<file path="src/rtl/uart_rx_cfg_if.sv">
// Receiver-side signal bundle: serial line in, recovered word and status out.
// The receiver uses the slave modport; the line driver and host use master.
interface uart_rx_cfg_if #(
  parameter int DATA_BITS = 8
);
  logic                 data_in;
  logic [DATA_BITS-1:0] data_out;
  logic                 done;
  logic                 parity_err;
  logic                 frame_err;
  logic                 busy;

  modport master (
    output data_in,
    input  data_out, done, parity_err, frame_err, busy
  );

  modport slave (
    input  data_in,
    output data_out, done, parity_err, frame_err, busy
  );
endinterface

</file>
<file path="src/rtl/uart_rx_cfg.sv">
// Configurable UART receiver: 2-flop synchroniser, start-glitch rejection,
// mid-bit sampling, parity/framing flags, and a one-cycle done pulse.
module uart_rx_cfg #(
  parameter int CLKS_PER_BIT = 16,
  parameter int DATA_BITS    = 8,
  parameter int PARITY_EN    = 0,
  parameter int PARITY_ODD   = 0,
  parameter int STOP_BITS    = 1
) (
  input  logic        clk,
  input  logic        rst_n,
  uart_rx_cfg_if.slave rx
);

  localparam int HALF  = CLKS_PER_BIT / 2;
  localparam int CNT_W = $clog2(CLKS_PER_BIT);
  localparam int IDX_W = 4;

  localparam logic [CNT_W-1:0] CNT_HALF  = CNT_W'(HALF - 1);
  localparam logic [CNT_W-1:0] CNT_FULL  = CNT_W'(CLKS_PER_BIT - 1);
  localparam logic [IDX_W-1:0] LAST_DATA = IDX_W'(DATA_BITS - 1);
  localparam logic [IDX_W-1:0] LAST_STOP = IDX_W'(STOP_BITS - 1);
  localparam logic             ODD_BIT   = (PARITY_ODD != 0);
  localparam logic             HAS_PAR   = (PARITY_EN != 0);

  typedef enum logic [2:0] {
    S_IDLE   = 3'd0,
    S_START  = 3'd1,
    S_DATA   = 3'd2,
    S_PARITY = 3'd3,
    S_STOP   = 3'd4,
    S_DONE   = 3'd5
  } state_e;

  logic                 sync1_q, sync2_q;
  logic                 rxs;
  state_e               state_q, state_d;
  logic [CNT_W-1:0]     cnt_q, cnt_d;
  logic [IDX_W-1:0]     idx_q, idx_d;
  logic [DATA_BITS-1:0] shadow_q, shadow_d;
  logic                 perr_q, perr_d;
  logic                 ferr_q, ferr_d;
  logic                 armed_q, armed_d;
  logic [DATA_BITS-1:0] data_out_q, data_out_d;
  logic                 done_q, done_d;
  logic                 parity_err_q, parity_err_d;
  logic                 frame_err_q, frame_err_d;
  logic                 mid_bit;
  logic                 ferr_now;

  // Synchroniser resets to the idle-high line level so reset never looks like a start.
  // NOTE: sequential state uses non-blocking assignments so every flop samples the pre-edge values.
  always_ff @(posedge clk or negedge rst_n) begin
    if (!rst_n) begin
      sync1_q <= 1'b1;
      sync2_q <= 1'b1;
    end else begin
      sync1_q <= rx.data_in;
      sync2_q <= sync1_q;
    end
  end

  assign rxs = sync2_q;

  always_ff @(posedge clk or negedge rst_n) begin
    if (!rst_n) begin
      state_q      <= S_IDLE;
      cnt_q        <= '0;
      idx_q        <= '0;
      shadow_q     <= '0;
      perr_q       <= 1'b0;
      ferr_q       <= 1'b0;
      armed_q      <= 1'b1;
      data_out_q   <= '0;
      done_q       <= 1'b0;
      parity_err_q <= 1'b0;
      frame_err_q  <= 1'b0;
    end else begin
      state_q      <= state_d;
      cnt_q        <= cnt_d;
      idx_q        <= idx_d;
      shadow_q     <= shadow_d;
      perr_q       <= perr_d;
      ferr_q       <= ferr_d;
      armed_q      <= armed_d;
      data_out_q   <= data_out_d;
      done_q       <= done_d;
      parity_err_q <= parity_err_d;
      frame_err_q  <= frame_err_d;
    end
  end

  assign mid_bit = (cnt_q == CNT_FULL);

  always_comb begin
    // NOTE: every signal gets a default first so no path through the case infers a latch.
    state_d      = state_q;
    cnt_d        = cnt_q + CNT_W'(1);
    idx_d        = idx_q;
    shadow_d     = shadow_q;
    perr_d       = perr_q;
    ferr_d       = ferr_q;
    armed_d      = armed_q;
    data_out_d   = data_out_q;
    done_d       = 1'b0;
    parity_err_d = parity_err_q;
    frame_err_d  = frame_err_q;
    ferr_now     = ferr_q | ~rxs;

    unique case (state_q)
      S_IDLE: begin
        cnt_d = '0;
        if (rxs) begin
          armed_d = 1'b1;
        end else if (armed_q) begin
          state_d = S_START;
        end
      end

      // Re-check half a bit later; a line back high by then was only a glitch.
      S_START: begin
        if (cnt_q == CNT_HALF) begin
          cnt_d = '0;
          if (rxs) begin
            state_d = S_IDLE;
          end else begin
            state_d = S_DATA;
            idx_d   = '0;
            perr_d  = 1'b0;
            ferr_d  = 1'b0;
          end
        end
      end

      S_DATA: begin
        if (mid_bit) begin
          cnt_d    = '0;
          shadow_d = {rxs, shadow_q[DATA_BITS-1:1]};
          if (idx_q == LAST_DATA) begin
            idx_d   = '0;
            state_d = HAS_PAR ? S_PARITY : S_STOP;
          end else begin
            idx_d = idx_q + IDX_W'(1);
          end
        end
      end

      S_PARITY: begin
        if (mid_bit) begin
          cnt_d   = '0;
          perr_d  = (^shadow_q) ^ rxs ^ ODD_BIT;
          idx_d   = '0;
          state_d = S_STOP;
        end
      end

      // Results are published on the last stop sample so data_out and done rise together.
      S_STOP: begin
        if (mid_bit) begin
          cnt_d  = '0;
          ferr_d = ferr_now;
          if (idx_q == LAST_STOP) begin
            state_d      = S_DONE;
            done_d       = 1'b1;
            data_out_d   = shadow_q;
            parity_err_d = perr_q;
            frame_err_d  = ferr_now;
          end else begin
            idx_d = idx_q + IDX_W'(1);
          end
        end
      end

      // A framing error disarms start detection until the line has been seen high.
      S_DONE: begin
        cnt_d   = '0;
        state_d = S_IDLE;
        if (ferr_q) begin
          armed_d = 1'b0;
        end
      end

      default: begin
        cnt_d   = '0;
        state_d = S_IDLE;
      end
    endcase
  end

  assign rx.data_out   = data_out_q;
  assign rx.done       = done_q;
  assign rx.parity_err = parity_err_q;
  assign rx.frame_err  = frame_err_q;
  assign rx.busy       = (state_q != S_IDLE);

endmodule
</file>
<file path="src/flat_wrapper.sv">
// flat-port wrapper written by rule: the top's interface ports become plain ports
module uart_rx_cfg_flat 
#(
  parameter int CLKS_PER_BIT = 16,
  parameter int DATA_BITS    = 8,
  parameter int PARITY_EN    = 0,
  parameter int PARITY_ODD   = 0,
  parameter int STOP_BITS    = 1
)
  (clk, rst_n, rx_data_in, rx_data_out, rx_done, rx_parity_err, rx_frame_err, rx_busy);
  uart_rx_cfg_if #(.DATA_BITS(DATA_BITS)) rx_i ();
  input  logic clk;
  input  logic rst_n;
  input wire logic [$bits(rx_i.data_in)-1:0] rx_data_in;
  output wire logic [$bits(rx_i.data_out)-1:0] rx_data_out;
  output wire logic [$bits(rx_i.done)-1:0] rx_done;
  output wire logic [$bits(rx_i.parity_err)-1:0] rx_parity_err;
  output wire logic [$bits(rx_i.frame_err)-1:0] rx_frame_err;
  output wire logic [$bits(rx_i.busy)-1:0] rx_busy;
  assign rx_i.data_in = rx_data_in;
  assign rx_data_out = rx_i.data_out;
  assign rx_done = rx_i.done;
  assign rx_parity_err = rx_i.parity_err;
  assign rx_frame_err = rx_i.frame_err;
  assign rx_busy = rx_i.busy;
  uart_rx_cfg #(.CLKS_PER_BIT(CLKS_PER_BIT), .DATA_BITS(DATA_BITS), .PARITY_EN(PARITY_EN), .PARITY_ODD(PARITY_ODD), .STOP_BITS(STOP_BITS)) u_core (.clk(clk), .rst_n(rst_n), .rx(rx_i));
endmodule
</file>
<file path="config.mk">
export PLATFORM = sky130hd
export DESIGN_NAME = uart_rx_cfg_flat
export DESIGN_NICKNAME = d
export VERILOG_FILES = /design/src/rtl/uart_rx_cfg_if.sv /design/src/rtl/uart_rx_cfg.sv /design/src/flat_wrapper.sv
export SDC_FILE = /design/constraint.sdc
export NUM_CORES = 1
export LEC_CHECK = 0
export BUFFER_PORTS_ARGS = -buffer_cell sky130_fd_sc_hd__buf_2
export CAP_MARGIN = 10
export CORE_UTILIZATION = 30
export DETAILED_ROUTE_END_ITERATION = 16
export GPL_TIMING_DRIVEN = 0
export HOLD_SLACK_MARGIN = 0.08
export PLACE_DENSITY = 0.56
export SLEW_MARGIN = 20
export SYNTH_ARGS = -nofsm -noshare
export SYNTH_HDL_FRONTEND = slang
export SYNTH_SLANG_ARGS = --single-unit
export TNS_END_PERCENT = 100
</file>
<file path="constraint.sdc">
create_clock -name clk -period 2.3 [get_ports clk]
set_input_delay 0.23 -clock clk [delete_from_list [all_inputs] [get_ports clk]]
set_output_delay 0.23 -clock clk [all_outputs]
set_load 0.01 [all_outputs]
</file>
==> impl_results.md, run 1 <==
* Outcome: complete, no violations
* Synthesized flop and latch total at 35
* Share of the synthesized area in the top cell type at 0.462
* H-tree depth at 2
* Top-count cell post-synth: dfrtp_1
* GP Congestion at 0.860
* Placed Area at 0.00189 mm²
* Die Wd at 78.0 µm
* Antenna viol nets, final at 0
* XOR/XNOR Fraction of Synth Area at 0.0512
* # DRC at 0
* Leakage power at 1.02 nW
* Fin nets at 178
* Max_slew headroom at 0.478
* Adder-cell share of the synthesized area at 0.0216
* Startpoint types: flip-flop
* Syn. warnings at 0
* Initial antenna violation count at 0
* Slew @ Worst Pin at 784 ps
* Via density at 4.78
* Vias in the first global route at 1241
* Mux contribution to synthesized area at 0.149
* Synth Area in Simple Gates at 0.157
* R2R Path Start: u_core.idx_q[0]$_DFFE_PN0P_
* Dpl hpwl at 2.29 mm
* Critical-path maximum fanout at 10
* Layout area overhead at 15.7%
* Core area at 0.00554 mm²
* Fmax at 479 MHz
* Grt ovf at 0
* Mapped Avg Cell Area at 11.6 µm²
* Setup tns final at 0 ps
* Cell row count at 27
* WL final at 3.28 mm
* Pin count of the biggest net entering global routing at 36
* Register area share after synthesis at 0.507
* Crit path capture: u_core.rx.data_out[1]$_DFFE_PN0P_
* Fillers at 566
* CTS tree: built
* CTS buffer count at 5
* Fin. Hold Viols at 0
* RSZ-0062 raised after global routing: false
* Pre-antenna DRT Iters at 4
* Synthesized area at 0.00173 mm²
* Crit path kind: reg -> reg
* Max Slew Vio Count at 0
* Number of flops mapped to enable cells by yosys at 0
* Crit path required time at 2460 ps
* Die Y at 78.0 µm
* Initial Util at 0.313
* Main combinational cell family by area after synthesis: simple AND/OR/NAND/NOR gates
* Total track usage at 0.120
* Worst-Skew Late Latency at 280 ps
* CP endpoint kind: flip-flop
* Layout cells sized above 1 at 0.295
* IO Pins at 15
* Final instance area at 0.00201 mm²
* CTS sink cnt at 35
* Skew final at 6.31 ps
* Wirelength per Cell at 13.4 µm
* P per Cell Area at 821 mW/mm²
* Worst-path clk slew at 70 ps
* Reg2reg path depth at 6
* Antenna Cells at 0
* Crit share post-route at 0.907
* Initial DRC Count at 37
* Number of max-cap violations at 0
* Count of final setup violators at 0
* RR Endpoint: u_core.rx.data_out[1]$_DFFE_PN0P_
* Total Die Area at 0.00609 mm²
* Post-Syn Nets at 155
* Peak supply drop at 0.000346 V
* Via count at 1171
* Yosys top cell by area: dfrtp_1
* IO Port Bufs at 14
* WP data arrival at 2250 ps
* Hold slack final at 364 ps
* Clk root buf: clkbuf_8
* Mapped Cells at 149
* Synth unique cells at 43
* Commonest register cell after synthesis: dfrtp_1
* R2R setup slack at 210 ps
* Synth Area in Compound Gates at 0.0808
* HP Class: reg -> reg
* Post-synth top cells: dfrtp_1, nand2_1, mux2_2, nor2_1
* First-pass GRT wire length at 5.78 mm
* Fraction of registers with async set/reset at 1.00
* Final min period at 2090 ps
* Crit path from: u_core.idx_q[0]$_DFFE_PN0P_
* Clock buffer depth at 2
* # resized after CTS at 0
* Top post-synthesis cells by area: dfrtp_1, mux2_2, mux2_4, dfstp_2, xnor3_1
sequential cells by signal (all words and copies together), names as in the netlist:
signal                cells
u_core.rx.parity_err      1
u_core.rx.frame_err       1
u_core.shadow_q           8
u_core.armed_q            1
u_core.cnt_q              4
u_core.idx_q              4
u_core.rxs                1
u_core.ferr_q             1
u_core.perr_q             1
u_core.state_q            3
u_core.rx.done            1
u_core.sync1_q            1
u_core.rx.data_out        8
layer usage:
layer  wire (µm)  up-vias  share of wire  GRT usage
li1            -      574              -          -
met1        1560      567           0.48      0.148
met4          44        0          0.013     0.0389
met5           0        -              0          0
met2        1560       24           0.47      0.202
met3         119        6          0.036     0.0360
report_power, final:
part	internal (W)	switching (W)
sequential	0.000673	0.0000388
clock	0.000242	0.000215
combinational	0.000200	0.000280
total	0.00111	0.000534
area by class of cell:
type	instances	area [µm²]	share of cell area
sequential	35	880	0.439
multi-input combinational	102	798	0.398
timing repair buffer	16	90.1	0.0449
tap	72	90.1	0.0449
clock buffer	7	86.3	0.0430
buffer	5	30.0	0.0150
inverter	7	26.3	0.0131
clock inverter	1	5.00	0.00250
logic make-up (layout without fill, tap and decap cells):
| logic type | Yosys count | count (layout) |
|---|---|---|
| compound gates | 21 | 21 |
| fa+ha+maj | 3 | 3 |
| buf+inv | 12 | 36 |
| mux | 21 | 21 |
| flops | 35 | 35 |
| xor+xnor | 7 | 7 |
| simple gates | 50 | 50 |
critical path, cell delays in order (launching register included):
cell     delay [ps]
dfrtp_1         400
inv_1           100
ha_1            140
or3b_4          380
or4_4           460
buf_6           180
mux2_4          290
stage by stage:
step	instances	utilization	power (W)	worst slack, ps
2_1_floorplan	149	-	0.00108	321
3_3_place_gp	235	0.342	0.00120	219
3_5_place_dp	235	0.342	0.00120	210
4_1_cts	245	0.362	0.00167	205
5_1_grt	245	0.362	0.00175	131
6_report	245	0.362	0.00165	213
repair_timing:
| action | 4_1_cts | 5_1_grt |
|---|---|---|
| buffers inserted | 0 | 0 |
| hold buffers | 2 | 0 |
| endpoints found under the hold margin | 33 | 0 |
worst min path at each step:
stage / startpoint / end / slack [ps] / cells after the start
after floorplan: rst_n / u_core.cnt_q[0]$_DFF_PN0_ / -70 / 0
after global placement: rx_data_in / u_core.sync1_q$_DFF_PN1_ / 340 / 1
after detailed placement: rx_data_in / u_core.sync1_q$_DFF_PN1_ / 340 / 1
after CTS: u_core.sync1_q$_DFF_PN1_ / u_core.rxs$_DFF_PN1_ / 360 / 0
after global routing: u_core.sync1_q$_DFF_PN1_ / u_core.rxs$_DFF_PN1_ / 360 / 0
final: u_core.sync1_q$_DFF_PN1_ / u_core.rxs$_DFF_PN1_ / 360 / 0
placed cells by master (no fill, tap or decap), types with 4 or more instances in the layout:
master	count
a21oi_1	5
buf_2	16
nor2_1	8
dfrtp_1	32
o21ai_0	7
nand2_1	11
mux2_2	10
mux2_4	7
and3_1	4
clkbuf_8	6
nand3_1	7
inv_1	7
(Power assumes the default switching activity.)
==> run 2: changes to the inputs <==
Settings changed: CELL_PAD_IN_SITES_DETAIL_PLACEMENT set to 0, CELL_PAD_IN_SITES_GLOBAL_PLACEMENT set to 1, CORE_ASPECT_RATIO set to 1.1, PLACE_DENSITY 0.56 to 0.64.
==> run 2 against run 1 <==
  * Final cell count grew 1.2%
  * Via count shrank 1.1%
  * Register-to-register slack is essentially flat
  * Non-clock buffer count is the same
  * Clock skew shrank 2.7 ps
  * Design area is essentially flat
  * Die area is essentially flat
  * Highest routed layer unchanged
==> impl_results.md, run 2 (synthesized netlist as in run 1, its figures left out) <==
* Skew final at 3.59 ps
* Crit path kind: reg -> reg
* Crit share post-route at 0.911
* IO Pins at 15
* HP Class: reg -> reg
* R2R Path Start: u_core.idx_q[0]$_DFFE_PN0P_
* P_int at 0.00108 W
* Pre-CTS WS at 208 ps
* # DRC at 0
* Most common cell after layout, fill and taps aside: dfrtp_1
* Clk root buf: clkbuf_8
* Switching share of power at 0.334
* CTS buffer count at 5
* Vias in the first global route at 1172
* Core area at 0.00547 mm²
* Fin. Hold Viols at 0
* Via density at 4.67
* Crit path required time at 2470 ps
* H-tree depth at 2
* Antenna Cells at 0
* WP data arrival at 2270 ps
* Logic gate share of total power at 0.293
* Sw power at 0.000545 W
* Clock buffer depth at 2
* CTS sink cnt at 35
* Cell row count at 28
* Wirelength per Cell at 12.9 µm
* Postcts setup bufs at 0
* Placed Area at 0.00190 mm²
* Max_slew headroom at 0.487
* Worst-Skew Late Latency at 280 ps
* Max Slew Vio Count at 0
* Initial antenna violation count at 0
* Critical-path maximum fanout at 10
* Number of max-cap violations at 0
* Seq. cell area at 880 µm²
* Fin nets at 178
* Total Die Area at 0.00609 mm²
* Die Y at 81.7 µm
* Most frequent cells in the layout: dfrtp_1, buf_2, nand2_1
* Worst-path clk slew at 70 ps
* Pre-antenna DRT Iters at 4
* Layout cells sized above 1 at 0.301
* First-pass GRT wire length at 5.49 mm
* Final instance area at 0.00201 mm²
* GP Congestion at 0.867
* Fillers at 582
* Count of final setup violators at 0
* Initial DRC Count at 56
* WL final at 3.19 mm
* Reg2reg path depth at 6
* Via count at 1158
* Footprint of the multi-input gates at 798 µm²
* R2R setup slack at 200 ps
* Fmax at 477 MHz
* Die Wd at 74.5 µm
* Clk pwr share at 0.270
* Worst hold path cell count at 0
* Hold slack final at 362 ps
* Pin count of the biggest net entering global routing at 36
* CP endpoint kind: flip-flop
* RSZ-0062 raised after global routing: false
* RR Endpoint: u_core.rx.data_out[0]$_DFFE_PN0P_
* Peak supply drop at 0.000331 V
* Crit path setup slack, layout at 204 ps
* CTS tree: built
* Hold Crit Endpoint: u_core.rxs$_DFF_PN1_
* Hold Crit Start: u_core.sync1_q$_DFF_PN1_
* Slew @ Worst Pin at 770 ps
* Total track usage at 0.118
* Setup tns final at 0 ps
* Startpoint types: flip-flop
* Seq pwr share at 0.437
* Outcome: complete, no violations
* Tot Pwr at 0.00163 W
* Leakage power at 1.01 nW
* Layout area overhead at 15.7%
* Grt ovf at 0
* Initial Util at 0.317
* Final min period at 2100 ps
* P per Cell Area at 812 mW/mm²
* IO Port Bufs at 14
* Dpl hpwl at 2.29 mm
* Antenna viol nets, final at 0
run 2: layout make-up:
class,instances,area share
flip-flops and latches,35,0.438
inverters,7,0.0131
multi-input cells,102,0.398
plain buffers,5,0.0150
clock buffers,5,0.0343
clock inverters,3,0.00998
repair buffers,16,0.0449
well taps,75,0.0468
run 2: repair_timing:
item | 4_1_cts | 5_1_grt
endpoints found under the setup margin | 0 | 1
endpoints found under the hold margin | 33 | 0
hold buffers | 2 | 0
resized for setup | 0 | 1
run 2: worst max path at each step:
stage,startpoint,endpoint,slack [ps],depth (start not counted)
final,u_core.idx_q[0]$_DFFE_PN0P_,u_core.rx.data_out[0]$_DFFE_PN0P_,200,6
after global routing,u_core.state_q[2]$_DFFE_PN0P_,u_core.idx_q[0]$_DFFE_PN0P_,120,6
after CTS,u_core.idx_q[0]$_DFFE_PN0P_,u_core.rx.data_out[4]$_DFFE_PN0P_,200,6
after detailed placement,u_core.idx_q[0]$_DFFE_PN0P_,u_core.rx.data_out[1]$_DFFE_PN0P_,210,6
after global placement,u_core.idx_q[0]$_DFFE_PN0P_,u_core.rx.data_out[2]$_DFFE_PN0P_,230,6
after floorplan,u_core.idx_q[0]$_DFFE_PN0P_,u_core.rx.data_out[0]$_DFFE_PN0P_,320,6
run 2: stage by stage:
| stage | instances | utilization |
|---|---|---|
| floorplan | 149 | - |
| global placement | 238 | 0.347 |
| detailed placement | 238 | 0.347 |
| CTS | 248 | 0.367 |
| global route | 248 | 0.367 |
| finish | 248 | 0.367 |
run 2: routing by layer:
metal / GRT usage / up-vias / wire length, µm
met1: 0.148 / 564 / 1590
met5: 0 / - / 0
met3: 0.0331 / 5 / 93
met2: 0.193 / 16 / 1460
li1: - / 573 / -
met4: 0.0434 / 0 / 39
run 2: power by group through the flow:
stage | Sequential, W | Combinational, W | Clock [W]
2_1_floorplan | 0.000713 | 0.000363 | 0
3_3_place_gp | 0.000721 | 0.000474 | 0
3_5_place_dp | 0.000724 | 0.000474 | 0
4_1_cts | 0.000713 | 0.000479 | 0.000461
5_1_grt | 0.000721 | 0.000539 | 0.000483
6_report | 0.000712 | 0.000478 | 0.000439
run 2: worst max-delay path, stage by stage, from the launching register on:
cell	delay [ps]
dfrtp_1	410
inv_1	110
ha_1	150
or3b_4	390
or4_4	460
buf_6	170
mux2_4	290
